File: src/rtl/spram_arb_pkg.sv
// ============================================================================
// Module   : spram_arb_pkg
// Purpose  : Shared constants, types and the round-robin pick function for
//            the single-port RAM arbiter.
// Contents : DW, AW       - RAM data / address width (16x8 RAM)
//            MAX_REQ      - largest supported requester count
//            req_vec_t    - request/grant vector sized for MAX_REQ
//            req_idx_t    - requester index / pointer type
//            rr_pick()    - one-hot round-robin pick starting at a pointer
// Revision : 1.0 - initial release
// ============================================================================
`default_nettype none

package spram_arb_pkg;

  localparam int DW      = 8;
  localparam int AW      = 4;
  localparam int MAX_REQ = 8;

  typedef logic [MAX_REQ-1:0]         req_vec_t;
  typedef logic [$clog2(MAX_REQ)-1:0] req_idx_t;

  // Scan starting at ptr and return the first set request as a one-hot
  // vector. The index wraps at MAX_REQ; callers zero the bits above their
  // own requester count, so the effective wrap is at their count.
  function automatic req_vec_t rr_pick(input req_vec_t req, input req_idx_t ptr);
    req_vec_t gnt;
    req_idx_t idx;
    logic     found;
    gnt   = '0;
    found = 1'b0;
    for (int i = 0; i < MAX_REQ; i++) begin
      idx = ptr + req_idx_t'(i);
      if (!found && req[idx]) begin
        gnt[idx] = 1'b1;
        found    = 1'b1;
      end
    end
    return gnt;
  endfunction

endpackage

`default_nettype wire

File: src/rtl/rr_pick_onehot.sv
// ============================================================================
// Module   : rr_pick_onehot
// Purpose  : Combinational round-robin picker: rotate the request vector to
//            the pointer, priority-encode, rotate back to a one-hot grant.
// Ports    : req  in  NUM_REQ  request vector
//            ptr  in  PTR_W    index with highest priority this cycle
//            gnt  out NUM_REQ  one-hot grant, or all zero when req is zero
// Revision : 1.0 - initial release
// ============================================================================
`default_nettype none

module rr_pick_onehot
  import spram_arb_pkg::*;
#(
  parameter int NUM_REQ = 2,
  parameter int PTR_W   = 1
) (
  input  logic [NUM_REQ-1:0] req,
  input  logic [PTR_W-1:0]   ptr,
  output logic [NUM_REQ-1:0] gnt
);

  req_vec_t req_ext;
  req_vec_t gnt_ext;

  // Upper request bits are zero, so wrapping at MAX_REQ inside rr_pick
  // behaves exactly like wrapping at NUM_REQ.
  assign req_ext = req_vec_t'(req);
  assign gnt_ext = rr_pick(req_ext, req_idx_t'(ptr));
  assign gnt     = gnt_ext[NUM_REQ-1:0];

  generate
    if (NUM_REQ < MAX_REQ) begin : g_unused_hi
      logic unused_hi;
      assign unused_hi = ^gnt_ext[MAX_REQ-1:NUM_REQ];
    end
  endgenerate

endmodule

`default_nettype wire

File: src/rtl/spram_arbiter.sv
// ============================================================================
// Module   : spram_arbiter
// Purpose  : Round-robin arbiter sharing one 16x8 single-port RAM between
//            NUM_REQ requesters. At most one access is granted per cycle;
//            read data returns one cycle after the grant to its issuer.
// Ports    : clk        in   1           clock, rising edge
//            reset      in   1           synchronous active-high reset
//            req        in   NUM_REQ     per-requester access request
//            req_we     in   NUM_REQ     1=write, 0=read
//            req_addr   in   NUM_REQ*AW  requester i at [i*AW +: AW]
//            req_wdata  in   NUM_REQ*DW  requester i at [i*DW +: DW]
//            gnt        out  NUM_REQ     one-hot grant, same cycle as req
//            rvalid     out  NUM_REQ     one-hot read-data-valid pulse
//            rdata      out  DW          read data (0 outside rvalid)
//            ram_en     out  1           RAM enable: 1=write, 0=read
//            ram_addr   out  AW          RAM address
//            ram_wdata  out  DW          RAM write data
//            ram_rdata  in   DW          RAM read data
// Options  : SPRAM_ARB_BURST_EN - when defined, a granted requester keeps
//            priority for up to BURST_LEN consecutive grants.
// Revision : 1.0 - initial release
// ============================================================================
`default_nettype none

module spram_arbiter
  import spram_arb_pkg::*;
#(
  parameter int NUM_REQ   = 2,
  parameter int DW        = spram_arb_pkg::DW,
  parameter int AW        = spram_arb_pkg::AW,
  parameter int BURST_LEN = 4
) (
  input  logic                  clk,
  input  logic                  reset,
  input  logic [NUM_REQ-1:0]    req,
  input  logic [NUM_REQ-1:0]    req_we,
  input  logic [NUM_REQ*AW-1:0] req_addr,
  input  logic [NUM_REQ*DW-1:0] req_wdata,
  output logic [NUM_REQ-1:0]    gnt,
  output logic [NUM_REQ-1:0]    rvalid,
  output logic [DW-1:0]         rdata,
  output logic                  ram_en,
  output logic [AW-1:0]         ram_addr,
  output logic [DW-1:0]         ram_wdata,
  input  logic [DW-1:0]         ram_rdata
);

  localparam int PTR_W = (NUM_REQ > 1) ? $clog2(NUM_REQ) : 1;

  logic [PTR_W-1:0]   rr_ptr;
  logic [PTR_W-1:0]   rr_ptr_nxt;
  logic [NUM_REQ-1:0] pick;
  logic [PTR_W-1:0]   gnt_idx;
  logic [PTR_W-1:0]   idx_inc;
  logic               gnt_any;
  logic               rd_pending;
  logic [PTR_W-1:0]   rd_owner;
  logic               rd_live;

  rr_pick_onehot #(
    .NUM_REQ (NUM_REQ),
    .PTR_W   (PTR_W)
  ) u_pick (
    .req (req),
    .ptr (rr_ptr),
    .gnt (pick)
  );

  assign gnt = reset ? '0 : pick;

  // Encode the one-hot grant back to an index.
  always_comb begin
    gnt_idx = '0;
    for (int i = 0; i < NUM_REQ; i++) begin
      if (gnt[i]) gnt_idx = PTR_W'(i);
    end
  end

  assign gnt_any = |gnt;
  assign idx_inc = (gnt_idx == PTR_W'(NUM_REQ - 1)) ? '0 : gnt_idx + PTR_W'(1);

  // RAM drive: granted requester's fields, otherwise all zero (the idle
  // read of address 0 is never returned to anyone).
  always_comb begin
    ram_en    = 1'b0;
    ram_addr  = '0;
    ram_wdata = '0;
    for (int i = 0; i < NUM_REQ; i++) begin
      if (gnt[i]) begin
        ram_en    = req_we[i];
        ram_addr  = req_addr[i*AW +: AW];
        ram_wdata = req_wdata[i*DW +: DW];
      end
    end
  end

`ifdef SPRAM_ARB_BURST_EN
  localparam int CNT_W = (BURST_LEN > 1) ? $clog2(BURST_LEN + 1) : 1;

  // burst_cnt counts grants already given to the requester at rr_ptr in
  // the current burst; rr_ptr stays on that requester until the limit.
  logic [CNT_W-1:0] burst_cnt;
  logic [CNT_W-1:0] burst_cnt_nxt;

  always_comb begin
    int n;
    rr_ptr_nxt    = rr_ptr;
    burst_cnt_nxt = burst_cnt;
    n             = 1;
    if (gnt_any) begin
      // A grant to anyone other than the pointer owner starts a new burst.
      n = (gnt_idx == rr_ptr) ? int'(burst_cnt) + 1 : 1;
      if (n >= BURST_LEN) begin
        rr_ptr_nxt    = idx_inc;
        burst_cnt_nxt = '0;
      end else begin
        rr_ptr_nxt    = gnt_idx;
        burst_cnt_nxt = CNT_W'(n);
      end
    end else if (!req[rr_ptr]) begin
      // Owner dropped its request: the burst is over.
      burst_cnt_nxt = '0;
    end
  end

  always_ff @(posedge clk) begin
    if (reset) burst_cnt <= '0;
    else       burst_cnt <= burst_cnt_nxt;
  end
`else
  localparam int unused_burst_len = BURST_LEN;

  assign rr_ptr_nxt = gnt_any ? idx_inc : rr_ptr;
`endif

  always_ff @(posedge clk) begin
    if (reset) begin
      rr_ptr     <= '0;
      rd_pending <= 1'b0;
      rd_owner   <= '0;
    end else begin
      rr_ptr     <= rr_ptr_nxt;
      rd_pending <= gnt_any & ~ram_en;
      rd_owner   <= gnt_idx;
    end
  end

  // Gating with reset drops a read that was granted just before reset.
  assign rd_live = rd_pending & ~reset;

  always_comb begin
    rvalid = '0;
    if (rd_live) rvalid[rd_owner] = 1'b1;
  end

  assign rdata = rd_live ? ram_rdata : '0;

endmodule

`default_nettype wire

File: config.mk
export PLATFORM = sky130hd
export DESIGN_NAME = spram_arbiter
export DESIGN_NICKNAME = d
export VERILOG_FILES = /design/src/rtl/spram_arb_pkg.sv /design/src/rtl/rr_pick_onehot.sv /design/src/rtl/spram_arbiter.sv
export SDC_FILE = /design/constraint.sdc
export NUM_CORES = 1
export LEC_CHECK = 0
export BUFFER_PORTS_ARGS = -buffer_cell sky130_fd_sc_hd__clkbuf_2
export CAP_MARGIN = 20
export CORE_UTILIZATION = 28
export DETAILED_ROUTE_END_ITERATION = 6
export HOLD_SLACK_MARGIN = 0.05
export PLACE_DENSITY = 0.93
export SLEW_MARGIN = 15
export SYNTH_ARGS = -nofsm -noshare
export SYNTH_HDL_FRONTEND = slang
export SYNTH_HIERARCHICAL = 1
export SYNTH_SLANG_ARGS = --single-unit
File: constraint.sdc
create_clock -name clk -period 2.4 [get_ports clk]
set_clock_uncertainty 0.1 [all_clocks]
set_input_delay 0.36 -clock clk [delete_from_list [all_inputs] [get_ports clk]]
set_output_delay 0.36 -clock clk [all_outputs]
set_load 0.01 [all_outputs]
==> summary.md <==
| Metric | Value |
|---|---|
| I/O pin count | `63` |
| CTS max path bufs | `2` |
| Min cycle time layout | `about 2.1 ns` |
| Setup crit start kind | `flop` |
| Setup crit end | `ram_wdata[5]` |
| Worst-path cell chain | `inv_1 > a21boi_1 > nor2b_4 > a32o_1 > clkbuf_2` |
| Maxcap violations | `0` |
| CTS tree | `yes` |
| Share of layout cells above drive strength 1 | `0.657` |
| Peak VDD IR | `0.000190 V` |
| Largest net degree at the start of global routing | `16` |
| Chip Height | `38.8 um` |
| Setup Buffers After CTS | `0` |
| PwrDens | `344 nW/um2` |
| Initial antenna violation count | `0` |
| Total CTS buffers | `3` |
| Fraction of registers with async set/reset | `0` |
| Port Buffers | `62` |
| Number of violations reported at the end of detailed-routing iteration 0 | `3` |
| Tcrit/Tclk final | `0.866` |
| Syn-to-layout area delta | `84.2%` |
| Site Rows | `12` |
| Max Fanout on Critical Path | `15` |
| PostCTS Resize Cnt | `0` |
| Via count | `579` |
| Die X-Extent | `38.8 um` |
| DR pass1 iterations | `4` |
| Final hold vios | `0` |
| GRT overflow | `0` |
| Post-Synthesis Cell Area | `379 um2` |
| Sequential share of the synthesized area | `0.158` |
| Reg2Reg Setup Slack | `0.97 ns` |
| Gr usage total | `0.164` |
| Diode count | `0` |
| Core area | `approximately 1200 um2` |
| Number of flops mapped to enable cells by yosys | `0` |
| Wire per inst | `10.2 um` |
| Hold Crit Class | `in -> reg` |
| First-pass GRT wire length | `1680 um` |
| Slowest stage delay, CP | `0.39 ns` |
| Status | `complete, no violations` |
| Largest area contributor in the netlist | `a32o_1` |
| Clk pin slew, worst setup/hold paths | `0.04 ns` |
| Critical path required time | `just under 2 ns` |
| Critical path's slowest cell | `nor2b_4` |
| Fillcell total | `100` |
| Levels on crit path | `5` |
| Register bit count reported by yosys | `3` |
| Synthesis Warnings | `6` |
| Vias in the first global route | `454` |
| Slew headroom | `0.724` |
| H-tree depth | `1` |
| Reg-to-Reg End | `rd_pending` |
| Clk root buf | `clkbuf_4` |
| Leakage | `about 0.00041 uW` |
| Reg2Reg Depth | `4` |
| Worst-Margin Slew | `0.412 ns` |
| Most frequent cell after synthesis | `a32o_1` |
| Setup CP Type | `reg -> out` |
| CP delay by family, top | `compound AO/OA/AOI/OAI gates` |
| Gpl congestion | `0.670` |
| Main synth FF type | `dfxtp_1` |
| Crit end category | `output port` |
| Nets | `144` |
| Vias per inst | `between 4 and 5` |
| Setup TNS | `0 ns` |
| Count of cell types in the netlist | `15` |
| Post-synth top cells | `a32o_1 (13), and2_1 (9), dfxtp_1 (3), inv_1 (3)` |
| Worst path arrival time | `~1.6 ns` |
| Syn Nets | `81` |
| Hold Buf Count CTS | `0` |
| FF-to-FF Start | `rr_ptr` |
| Final Max Slew Viols | `0` |
| Final Setup Violations | `0` |
| Die area | `1510 um2` |
| Final core occ | `0.589` |
| Initial Utilization | `0.320` |
| Gate Count Post-Synth | `43` |
| Leading post-synthesis cells by cell area | `a32o_1 (34%), dfxtp_1 (16%), and2_1 (15%), nor2b_4 (7.3%), buf_6 (5.9%)` |
| Sink Count | `3` |
| Achievable clock frequency | `a little under 500 MHz` |
| DRC violations left | `0` |
| Crit path launch | `rr_ptr` |
| Clock latency on the worst-skew pair | `0.22 ns` |
| Average size of a mapped cell | `8.82 um2` |
| RSZ-0062 raised after global routing | `false` |
| Post-DRT Antenna Nets | `0` |
| Share of the synthesized area in the top cell type | `0.343` |
| Total routed wirelength | `1210 um` |
| WP buf/inv | `2` |
==> where the power goes <==
part / total [uW] / switching [uW] / internal (uW)
sequential: 55.0 / 1.53 / 53.4
combinational: 101 / 46.8 / 54.0
clock: 84.7 / 22.6 / 62.1
==> cell usage in the layout (no fill, tap or decap) <==
cell type / instances
a21boi_0: 1
a21boi_1: 1
a22o_2: 1
a32o_1: 13
and2_1: 9
and2b_2: 1
clkbuf_1: 1
clkbuf_2: 62
clkbuf_4: 3
dfxtp_1: 3
inv_1: 3
nor2_1: 2
nor2b_1: 2
nor2b_4: 2
nor3_1: 1
==> routing by layer <==
| metal | global-route usage | part of all wire |
|---|---|---|
| met2 | 0.321 | 0.50 |
| met4 | 0.0776 | 0.0075 |
| met3 | 0.0405 | 0.12 |
| met1 | 0.155 | 0.37 |
| met5 | 0 | 0 |
==> worst min-delay path by stage <==
stage               from          to  slack (ns)  depth (start not counted)
6_report       req_we[1]  rd_pending        0.31                          3
4_1_cts        req_we[1]  rd_pending        0.31                          3
2_1_floorplan      reset      rr_ptr        0.34                          1
3_3_place_gp      rr_ptr      rr_ptr        0.39                          2
5_1_grt        req_we[1]  rd_pending        0.34                          3
3_5_place_dp      rr_ptr      rr_ptr        0.41                          2
==> cell families (layout without fill, tap and decap cells) <==
group / after synthesis / count (layout) / share of synthesized area
compound gates: 16 / 16 / 0.409
buf+inv: 7 / 69 / 0.122
flops: 3 / 3 / 0.158
simple gates: 17 / 17 / 0.310
==> flip-flops by register name, indices dropped and copies added (netlist names) <==
register    cells
rr_ptr          1
rd_pending      1
rd_owner        1
==> layout make-up <==
class,count,area (um2),area share
inverters,3,11.3,0.0161
repair buffers,62,310,0.444
multi-input cells,33,273,0.391
well taps,14,17.5,0.0251
clock buffers,4,26.3,0.0376
flip-flops and latches,3,60.1,0.0860
==> per-stage QoR <==
step | instances | setup WS (ns) | instance area [um2] | hold WS (ns) | power [uW]
after detailed placement | 115 | 0.487 | 672 | 0.409 | 157
after global placement | 115 | 0.529 | 672 | 0.391 | 155
after floorplan | 43 | 0.767 | 379 | 0.339 | 109
after global routing | 119 | 0.185 | 698 | 0.337 | 256
final | 119 | 0.322 | 698 | 0.312 | 240
after CTS | 119 | 0.326 | 698 | 0.311 | 245
==> worst min-delay path, delay by kind of cell <==
family | cells | cell delay (ns)
buf+inv | 2 | 0.13
compound gates | 1 | 0.12
Power figures use the tool's default switching activity.
